[src/rtl/regfile_wb_arbiter_pkg.sv]
// Shared definitions for the register-file writeback arbiter.
//   DEPTH_DEF / NREG_DEF : default queue depth and writable register count
//   PC_IDX               : destination index that is never written back
//   STAMP_W              : width of the age stamp carried by each queued write
//   req_id_e             : requester identifier (EXE, MEM)
package regfile_wb_arbiter_pkg;
  localparam int         DEPTH_DEF = 2;
  localparam int         NREG_DEF  = 15;
  localparam logic [3:0] PC_IDX    = 4'd15;
  localparam int         STAMP_W   = 3;

  typedef enum logic {REQ_EXE = 1'b0, REQ_MEM = 1'b1} req_id_e;

  // True when stamp a was issued before stamp b. Live stamps span far less
  // than half the stamp space, so the modular difference b-a identifies the
  // older one even across the wrap.
  function automatic logic stamp_older(input logic [STAMP_W-1:0] a,
                                       input logic [STAMP_W-1:0] b);
    logic [STAMP_W-1:0] d;
    d = b - a;
    return (d != '0) && !d[STAMP_W-1];
  endfunction
endpackage

[src/rtl/regfile_wb_arbiter_wb_queue.sv]
// wb_queue: per-requester FIFO of pending register writes.
//   clk, rst         : clock, asynchronous active-low reset
//   push, push_*     : enqueue one entry (dest, data, stamp)
//   pop              : dequeue the head entry
//   full, empty      : occupancy flags
//   head_*           : contents of the oldest entry
//   dest_mask        : one bit per register that has a valid entry queued
module wb_queue
  import regfile_wb_arbiter_pkg::*;
#(
  parameter int DEPTH = DEPTH_DEF,
  parameter int NREG  = NREG_DEF
) (
  input  logic               clk,
  input  logic               rst,
  input  logic               push,
  input  logic [3:0]         push_dest,
  input  logic [31:0]        push_data,
  input  logic [STAMP_W-1:0] push_stamp,
  input  logic               pop,
  output logic               full,
  output logic               empty,
  output logic [3:0]         head_dest,
  output logic [31:0]        head_data,
  output logic [STAMP_W-1:0] head_stamp,
  output logic [NREG-1:0]    dest_mask
);
  localparam int PW = (DEPTH > 1) ? $clog2(DEPTH) : 1;

  logic [3:0]         dest_q  [DEPTH];
  logic [31:0]        data_q  [DEPTH];
  logic [STAMP_W-1:0] stamp_q [DEPTH];
  logic [DEPTH-1:0]   vld;
  logic [PW-1:0]      rd_ptr, wr_ptr;

  function automatic logic [PW-1:0] ptr_inc(input logic [PW-1:0] p);
    return (p == PW'(DEPTH - 1)) ? '0 : p + PW'(1);
  endfunction

  assign full       = &vld;
  assign empty      = ~|vld;
  assign head_dest  = dest_q[rd_ptr];
  assign head_data  = data_q[rd_ptr];
  assign head_stamp = stamp_q[rd_ptr];

  // At full, push and pop share a slot: the clear from the pop is overridden
  // by the set from the push, so the slot stays valid with the new entry.
  always_ff @(posedge clk or negedge rst) begin
    if (!rst) begin
      vld    <= '0;
      rd_ptr <= '0;
      wr_ptr <= '0;
      for (int i = 0; i < DEPTH; i++) begin
        dest_q[i]  <= '0;
        data_q[i]  <= '0;
        stamp_q[i] <= '0;
      end
    end else begin
      if (pop) begin
        vld[rd_ptr] <= 1'b0;
        rd_ptr      <= ptr_inc(rd_ptr);
      end
      if (push) begin
        vld[wr_ptr]     <= 1'b1;
        dest_q[wr_ptr]  <= push_dest;
        data_q[wr_ptr]  <= push_data;
        stamp_q[wr_ptr] <= push_stamp;
        wr_ptr          <= ptr_inc(wr_ptr);
      end
    end
  end

  always_comb begin
    dest_mask = '0;
    for (int i = 0; i < DEPTH; i++) begin
      if (vld[i] && (int'(dest_q[i]) < NREG)) dest_mask[dest_q[i]] = 1'b1;
    end
  end
endmodule

[src/rtl/regfile_wb_arbiter.sv]
// regfile_wb_arbiter: merges EXE and MEM writeback requests into a single
// register-file write port.
//   clk, rst            : clock, asynchronous active-low reset
//   exe_valid/ready/dest/data : EXE-stage writeback request channel
//   mem_valid/ready/dest/data : MEM-stage writeback request channel
//   wb_en, wb_dest, wb_data   : registered register-file write port
//   pending             : per-register flag, set while a write is queued or on wb_*
module regfile_wb_arbiter
  import regfile_wb_arbiter_pkg::*;
#(
  parameter int DEPTH = DEPTH_DEF,
  parameter int NREG  = NREG_DEF
) (
  input  logic            clk,
  input  logic            rst,
  input  logic            exe_valid,
  output logic            exe_ready,
  input  logic [3:0]      exe_dest,
  input  logic [31:0]     exe_data,
  input  logic            mem_valid,
  output logic            mem_ready,
  input  logic [3:0]      mem_dest,
  input  logic [31:0]     mem_data,
  output logic            wb_en,
  output logic [3:0]      wb_dest,
  output logic [31:0]     wb_data,
  output logic [NREG-1:0] pending
);
  logic               rdy_en;
  logic [STAMP_W-1:0] stamp_cnt;
  req_id_e            last_grant, grant_id;
  logic               grant_vld;

  logic               exe_push, mem_push, exe_pop, mem_pop;
  logic               exe_full, exe_empty, mem_full, mem_empty;
  logic [3:0]         exe_hd_dest, mem_hd_dest;
  logic [31:0]        exe_hd_data, mem_hd_data;
  logic [STAMP_W-1:0] exe_hd_stamp, mem_hd_stamp;
  logic [NREG-1:0]    exe_mask, mem_mask, wb_mask;

  // Ready is held low through reset and comes up on the first edge after it.
  assign exe_ready = rdy_en & ~exe_full;
  assign mem_ready = rdy_en & ~mem_full;

  // Writes to the PC index are accepted but dropped.
  assign exe_push = exe_valid & exe_ready & (exe_dest != PC_IDX);
  assign mem_push = mem_valid & mem_ready & (mem_dest != PC_IDX);

  wb_queue #(.DEPTH(DEPTH), .NREG(NREG)) u_exe_q (
    .clk(clk), .rst(rst),
    .push(exe_push), .push_dest(exe_dest), .push_data(exe_data),
    .push_stamp(stamp_cnt + STAMP_W'(mem_push)),
    .pop(exe_pop), .full(exe_full), .empty(exe_empty),
    .head_dest(exe_hd_dest), .head_data(exe_hd_data), .head_stamp(exe_hd_stamp),
    .dest_mask(exe_mask)
  );

  wb_queue #(.DEPTH(DEPTH), .NREG(NREG)) u_mem_q (
    .clk(clk), .rst(rst),
    .push(mem_push), .push_dest(mem_dest), .push_data(mem_data),
    .push_stamp(stamp_cnt),
    .pop(mem_pop), .full(mem_full), .empty(mem_empty),
    .head_dest(mem_hd_dest), .head_data(mem_hd_data), .head_stamp(mem_hd_stamp),
    .dest_mask(mem_mask)
  );

  // Same destination: age order protects write-after-write ordering.
  // Different destinations: plain round-robin.
  always_comb begin
    grant_vld = ~exe_empty | ~mem_empty;
    grant_id  = REQ_EXE;
    if (!exe_empty && !mem_empty) begin
      if (exe_hd_dest == mem_hd_dest)
        grant_id = stamp_older(mem_hd_stamp, exe_hd_stamp) ? REQ_MEM : REQ_EXE;
      else
        grant_id = (last_grant == REQ_EXE) ? REQ_MEM : REQ_EXE;
    end else if (!mem_empty) begin
      grant_id = REQ_MEM;
    end
  end

  assign exe_pop = grant_vld & (grant_id == REQ_EXE);
  assign mem_pop = grant_vld & (grant_id == REQ_MEM);

  always_ff @(posedge clk or negedge rst) begin
    if (!rst) begin
      rdy_en     <= 1'b0;
      stamp_cnt  <= '0;
      last_grant <= REQ_EXE;
      wb_en      <= 1'b0;
      wb_dest    <= '0;
      wb_data    <= '0;
    end else begin
      rdy_en    <= 1'b1;
      stamp_cnt <= stamp_cnt + STAMP_W'(exe_push) + STAMP_W'(mem_push);
      wb_en     <= grant_vld;
      if (grant_vld) begin
        last_grant <= grant_id;
        wb_dest    <= (grant_id == REQ_MEM) ? mem_hd_dest : exe_hd_dest;
        wb_data    <= (grant_id == REQ_MEM) ? mem_hd_data : exe_hd_data;
      end
    end
  end

  always_comb begin
    wb_mask = '0;
    if (wb_en && (int'(wb_dest) < NREG)) wb_mask[wb_dest] = 1'b1;
  end

  assign pending = exe_mask | mem_mask | wb_mask;
endmodule

[config.mk]
export PLATFORM = sky130hd
export DESIGN_NAME = regfile_wb_arbiter
export DESIGN_NICKNAME = d
export VERILOG_FILES = /design/src/rtl/regfile_wb_arbiter_pkg.sv /design/src/rtl/regfile_wb_arbiter_wb_queue.sv /design/src/rtl/regfile_wb_arbiter.sv
export SDC_FILE = /design/constraint.sdc
export NUM_CORES = 1
export LEC_CHECK = 0
export CAP_MARGIN = 20
export CORE_MARGIN = 3
export CORE_UTILIZATION = 35
export CTS_CLUSTER_DIAMETER = 80
export CTS_CLUSTER_SIZE = 30
export DETAILED_ROUTE_END_ITERATION = 12
export SYNTH_ARGS = -nofsm -noshare
export SYNTH_HDL_FRONTEND = slang
export SYNTH_SLANG_ARGS = --single-unit
[constraint.sdc]
create_clock -name clk -period 5.9 [get_ports clk]
set_input_delay 0.885 -clock clk [delete_from_list [all_inputs] [get_ports clk]]
set_output_delay 0.885 -clock clk [all_outputs]
set_load 0.05 [all_outputs]
-- Yosys cells after proc, flatten, opt, wreduce, memory -nomap -nowiden
Index checks and enable logic that the tools add are counted.
Widths: inputs -> output; s select.
- bits in registers: 206
- input port bits: 76
- output and inout port bits: 54
- word-level logic and storage cells: 188
- add/subtract/negate cells: 8
- $lt $le $gt $ge: 29
- equal/unequal tests: 3
- muxes and demuxes: 74
- bitwise logic cells: 26
- reductions and logical operators: 24
- operator list (operator ; number):
    $mux 32 ; 9
    $bwmux 64 ; 2
    $mux 15 ; 5
    $demux 32 s1 ; 2
    $or 15x15->15 ; 4
    $mux 4 ; 9
    $lt 4x5->1 const B ; 5
    $mux 3 ; 8
    $demux 1 s4 ; 5
    $ge 4x1->1 const B ; 5
    $lt 4x4->1 const B ; 5
    $logic_and 1x1->1 ; 18
    $mux 1 ; 18
    $bwmux 8 ; 2
    $bwmux 6 ; 2
    $add 3x1->3 ; 3
    $and 1x1->1 ; 8
    $demux 4 s1 ; 2
    $ge 2x2->1 const B ; 4
    $lt 1x2->1 const B ; 4
    $mux 2 ; 4
    $ne 4x4->1 const B ; 2
    $not 1->2 ; 4
    $demux 3 s1 ; 2
    other kinds (15) ; 32

-- Logic depth before layout (Yosys ltp)
- word-level depth: 15
- gate-level depth with buffers: 13
- depth with buffers taken out: 8

-- Modules after synthesis
A second synthesis with hierarchy kept.
- cell total of the unflattened synthesis: 839
- area total of the unflattened synthesis: 10470.0 sq um
- by module, submodules not included (module ; times used ; cells an instance ; area an instance (sq um) ; seq. area each (sq um)):
    wb_queue at u_exe_q ; 1 ; 256 ; 3748.6 ; 2052.0
    wb_queue at u_mem_q ; 1 ; 256 ; 3722.3 ; 2052.0
    regfile_wb_arbiter ; 1 ; 327 ; 2999.1 ; 1051.0

-- Least setup slack after synthesis
No wires, ideal clock.
- path type: register -> register
- start: register u_exe_q.vld[0]
- end: register u_exe_q.data_q[57] (netlist name)
- library setup time: 0.125 ns
- arrival time: 3.172 ns
- required time: 5.775 ns
- path slack: 2.603 ns
- cell stages (with the launch flop): 7
- buffers on the path: 2
- clock period less this slack: 3.297 ns
- cell sequence: dfrtp_1 a21boi_0 nand3_1 nor2_1 buf_2 buf_1 mux2_2
- word-level cells in the longest chain between the ends: 5
- RTL lines (item ; RTL line ; RTL):
    from (decl) ; regfile_wb_arbiter_wb_queue.sv:33 ; logic [DEPTH-1:0] vld;
    from (signal assigned) ; regfile_wb_arbiter_wb_queue.sv:50 ; vld <= '0;
    from (signal, indexed assignment) ; regfile_wb_arbiter_wb_queue.sv:60 ; vld[rd_ptr] <= 1'b0;
    from (signal, indexed assignment) ; regfile_wb_arbiter_wb_queue.sv:64 ; vld[wr_ptr] <= 1'b1;
    $reduce_and 2->1 ; regfile_wb_arbiter_wb_queue.sv:40 ; assign full = &vld;
    $not 1->1 ; regfile_wb_arbiter.sv:42 ; assign exe_ready = rdy_en & ~exe_full;
    $and 1x1->1 ; regfile_wb_arbiter.sv:42 ;
    named net exe_ready ; regfile_wb_arbiter.sv:17 ; output logic exe_ready,
    $and 1x1->1 (2 in a row) ; regfile_wb_arbiter.sv:46 ; assign exe_push = exe_valid & exe_ready & (exe_dest != PC_IDX);
    to (signal, indexed assignment) ; regfile_wb_arbiter_wb_queue.sv:66 ; data_q[wr_ptr] <= push_data;
    to (decl) ; regfile_wb_arbiter_wb_queue.sv:31 ; logic [31:0] data_q [DEPTH];
The timed path passes the listed nets, and every way through them passes these cells.
A chain may end at the register's enable or synchronous reset.

-- Final worst setup path
- start: register u_exe_q.vld[1]
- end: output port pending[0]
- word-level cells in the longest chain between the ends: 4
- RTL lines (item ; RTL line ; RTL):
    $logic_and 1x1->1 ; regfile_wb_arbiter_wb_queue.sv:76 ; if (vld[i] && (int'(dest_q[i]) < NREG)) dest_mask[dest_q[i]] = 1'b1;
    $mux 15 ; regfile_wb_arbiter_wb_queue.sv:76 ;
    $or 15x15->15 (2 in a row) ; regfile_wb_arbiter.sv:110 ; assign pending = exe_mask | mem_mask | wb_mask;
    to (decl) ; regfile_wb_arbiter.sv:27 ; output logic [NREG-1:0] pending
No other way between the ends.

==> metrics.txt <==
fin nets 1009; Final Non-Filler Cells ~1300; Vias approximately 6900; Synth top cells by count 206 x dfrtp_1, 153 x mux2_2, 77 x mux2i_1; WP data required approximately 5 ns; CORE AREA 28100 µm²; Post-synth EDFFs 0; port bufs ~130; leading area contributor after synthesis dfrtp_1; Power Internal approximately 4.4 mW; worst slack, placed ~2.4 ns; instance count on the critical path 5; max-capacitance violation count 0; gpl congestion 0.845; Setup Buffers After CTS 0; # IOs 130; setup tns final 0 ns; Die W about 180 µm; syn nets 914; final worst slack about 2.3 ns; xor/xnor cell area share of the yosys netlist 0.00782; CTS Hold Bufs 0; Mapped Cells ~830; adder-cell share of the synthesized area 0.00819; Multi-input gate area between 4000 and 5000 µm²; post-DP HPWL roughly 17000 µm; Placed Cells around 1300; via/cell ratio ~5.3; CTS Buffer Depth 3; 1st-pass router iterations 5; syn avg cell area between 10 and 15 µm²; initial antenna violation count 0; Clk Tree Root Cell clkbuf_16; htree depth 1; Syn Std Cell Area between 10000 and 15000 µm²; Seq/Total Area, Yosys 0.511; gr ovfl total 0; clock-pin slew on the worst setup and hold paths roughly 0.09 ns; Slew Limit Headroom 0.505; chain of cells forming the critical path or3b_2, nor3_1, a21oi_1, nand3_1, clkdlybuf4s50_1; Setup CP Type flop to output port; largest family of logic cells by synthesized area multiplexers; wire length per cell 19.4 µm; mux cell area share after synthesis 0.247; post-synthesis register bit count about 210; crit path DAT 2.76 ns; post_cts resized 0; total CTS buffers 14; Util after Layout 0.432; RR Startpoint u_mem_q.rd_ptr$_DFFE_PN0N_; Final Cycle Share 0.618; die area between 30000 and 40000 µm²; Cell variety after synth between 50 and 60; Hold Fails Final Rpt 0; Flop pwr share 0.353; f_max ~270 MHz; combinational power share 0.515; Worst path max stage delay about 0.8 ns; cell count of the worst reg-to-reg path 7; worst slew pin tran between 0.7 and 0.8 ns; yosys warns 0; most common cell in the synthesized netlist dfrtp_1; die height ~180 µm; ANT nets after route 0; first-pass GRT wire length 40900 µm; reg2reg end wb_dest[1]$_DFFE_PN0P_; crit start category flop; vias in the first global route 7109; Seq. cell area 5160 µm²; Initial Util 0.359; CP startpoint u_exe_q.vld[1]$_DFF_PN0_; Final Instance Area 12100 µm²; largest net degree at the start of global routing around 140; pwr dens approximately 650 nW/µm²; Slew Viols, Final 0; Primary FF master, synth dfrtp_1; final setup vio count 0; post-synth top area share 0.511; setup repair after global routing missed its margin false; Remaining DRCs 0; CP Capture Type output port; fillers between 2000 and 3000; buffers and inverters on the worst path 1; peak supply drop 353 µV; TritonCTS clock tree built; ys async rst share 1.00; switch share 0.445; ranking of synthesized cells by area dfrtp_1 51%, mux2_2 17%, mux2i_1 7.6%; worst min path class input port to async pin; DRT Wirelength around 25000 µm; crit path time final about 3.6 ns; Core Rows 61; ant diodes 0; proportion of layout cells with a drive suffix above 1 0.245; Post-Synth Simple-Gate Area 0.0877; clock latency at the later pin of the worst-skew pair ~0.5 ns; Placed Instance Area ~12000 µm²; Area Overhead vs Synth 20.3%; status finished clean; # clock sinks roughly 210; Leakage approximately 5.1 nW; worst clock skew ~0.028 ns; GR Util All Layers 0.164; crit path max fanout 8; Top delay family on crit path simple AND/OR/NAND/NOR gates; worst reg-to-reg setup slack between 2 and 2.5 ns; NetSw 3.50 mW; clock group share of total power 0.132; complex-gate fraction of the synthesized area 0.103; worst setup path end pending[0]; slowest stage cell, crit path clkdlybuf4s50_1; Iter 0 DRT Violations around 480
-- power groups by stage --
stage | registers, mW | logic, mW | clock network [mW]
floorplan | 2.92 | 2.89 | 0
global placement | 2.79 | 4.05 | 0
detailed placement | 2.80 | 4.10 | 0
CTS | 2.77 | 4.11 | 1.08
global route | 2.88 | 4.43 | 1.13
finish | 2.77 | 4.05 | 1.04
-- layer usage --
metal | vias up | GRT usage | part of all wire
met5 | - | 0 | 0
li1 | 3203 | - | -
met3 | 25 | 0.0266 | 0.047
met4 | 0 | 0.0300 | 0.014
met2 | 154 | 0.269 | 0.47
met1 | 3521 | 0.231 | 0.47
-- flip-flops by register name (all words and copies together) (netlist names), 2 cells and up --
signal	cells
u_mem_q.stamp_q	6
u_mem_q.data_q	64
stamp_cnt	3
u_mem_q.dest_q	8
wb_dest	4
u_exe_q.stamp_q	6
u_exe_q.data_q	64
u_exe_q.vld	2
wb_data	32
u_mem_q.vld	2
u_exe_q.dest_q	8
-- how the worst min path moves through the flow --
stage | endpoint | cells past startpoint
floorplan | u_mem_q.stamp_q[0]$_DFFE_PN0P_ | 2
global placement | u_mem_q.stamp_q[3]$_DFFE_PN0P_ | 2
detailed placement | u_mem_q.stamp_q[0]$_DFFE_PN0P_ | 2
CTS | u_exe_q.data_q[3]$_DFFE_PN0P_ | 1
global route | u_exe_q.data_q[3]$_DFFE_PN0P_ | 1
finish | u_exe_q.data_q[3]$_DFFE_PN0P_ | 1
-- worst register-to-register path, delay by kind of cell, from the launching register on --
kind,cells,cell delay [ns]
AO/OA/AOI/OAI,2,0.83
flip-flops,1,0.80
buffers and inverters,1,0.44
multiplexers,1,0.34
XOR/XNOR,1,0.16
AND/OR/NAND/NOR,2,0.78
-- cell type report --
type,count,share of cell area
Inverter,10,0.00309
Tap cell,378,0.0390
Clock inverter,7,0.00815
Multi-Input combinational cell,556,0.380
Clock buffer,16,0.0312
Sequential cell,206,0.425
Timing Repair Buffer,139,0.114
-- stage by stage --
step           hold WS (ns)  power (mW)
3_5_place_dp          0.470        6.90
6_report              0.394        7.87
3_3_place_gp          0.465        6.84
4_1_cts               0.422        7.96
5_1_grt               0.425        8.43
2_1_floorplan         0.444        5.81
-- cells in the final DEF (no fill, tap or decap), types with 3 or more instances in the layout --
cell type,instances
or2_2,3
mux2_2,153
a31oi_1,7
xnor2_1,3
clkdlybuf4s50_1,128
nor3_1,12
o22ai_1,8
mux2i_1,77
nor3b_1,3
nand3b_1,12
a21oi_1,10
xor2_1,6
a221oi_2,27
o211ai_1,4
nand3_1,18
nand2_1,56
nor2_1,57
inv_1,10
o21ai_0,40
nand2b_1,10
dfrtp_1,204
a221oi_1,11
or3_1,3
clkbuf_16,15
buf_4,9
ha_1,5
-- cell families (layout without fill, tap and decap cells) --
family	count (synthesis)	after routing
compound gates	121	121
xor+xnor	9	9
fa+ha+maj	6	6
buf+inv	70	172
flops	206	206
mux	230	230
other cells	1	1
simple gates	189	189
(Power assumes the default switching activity.)
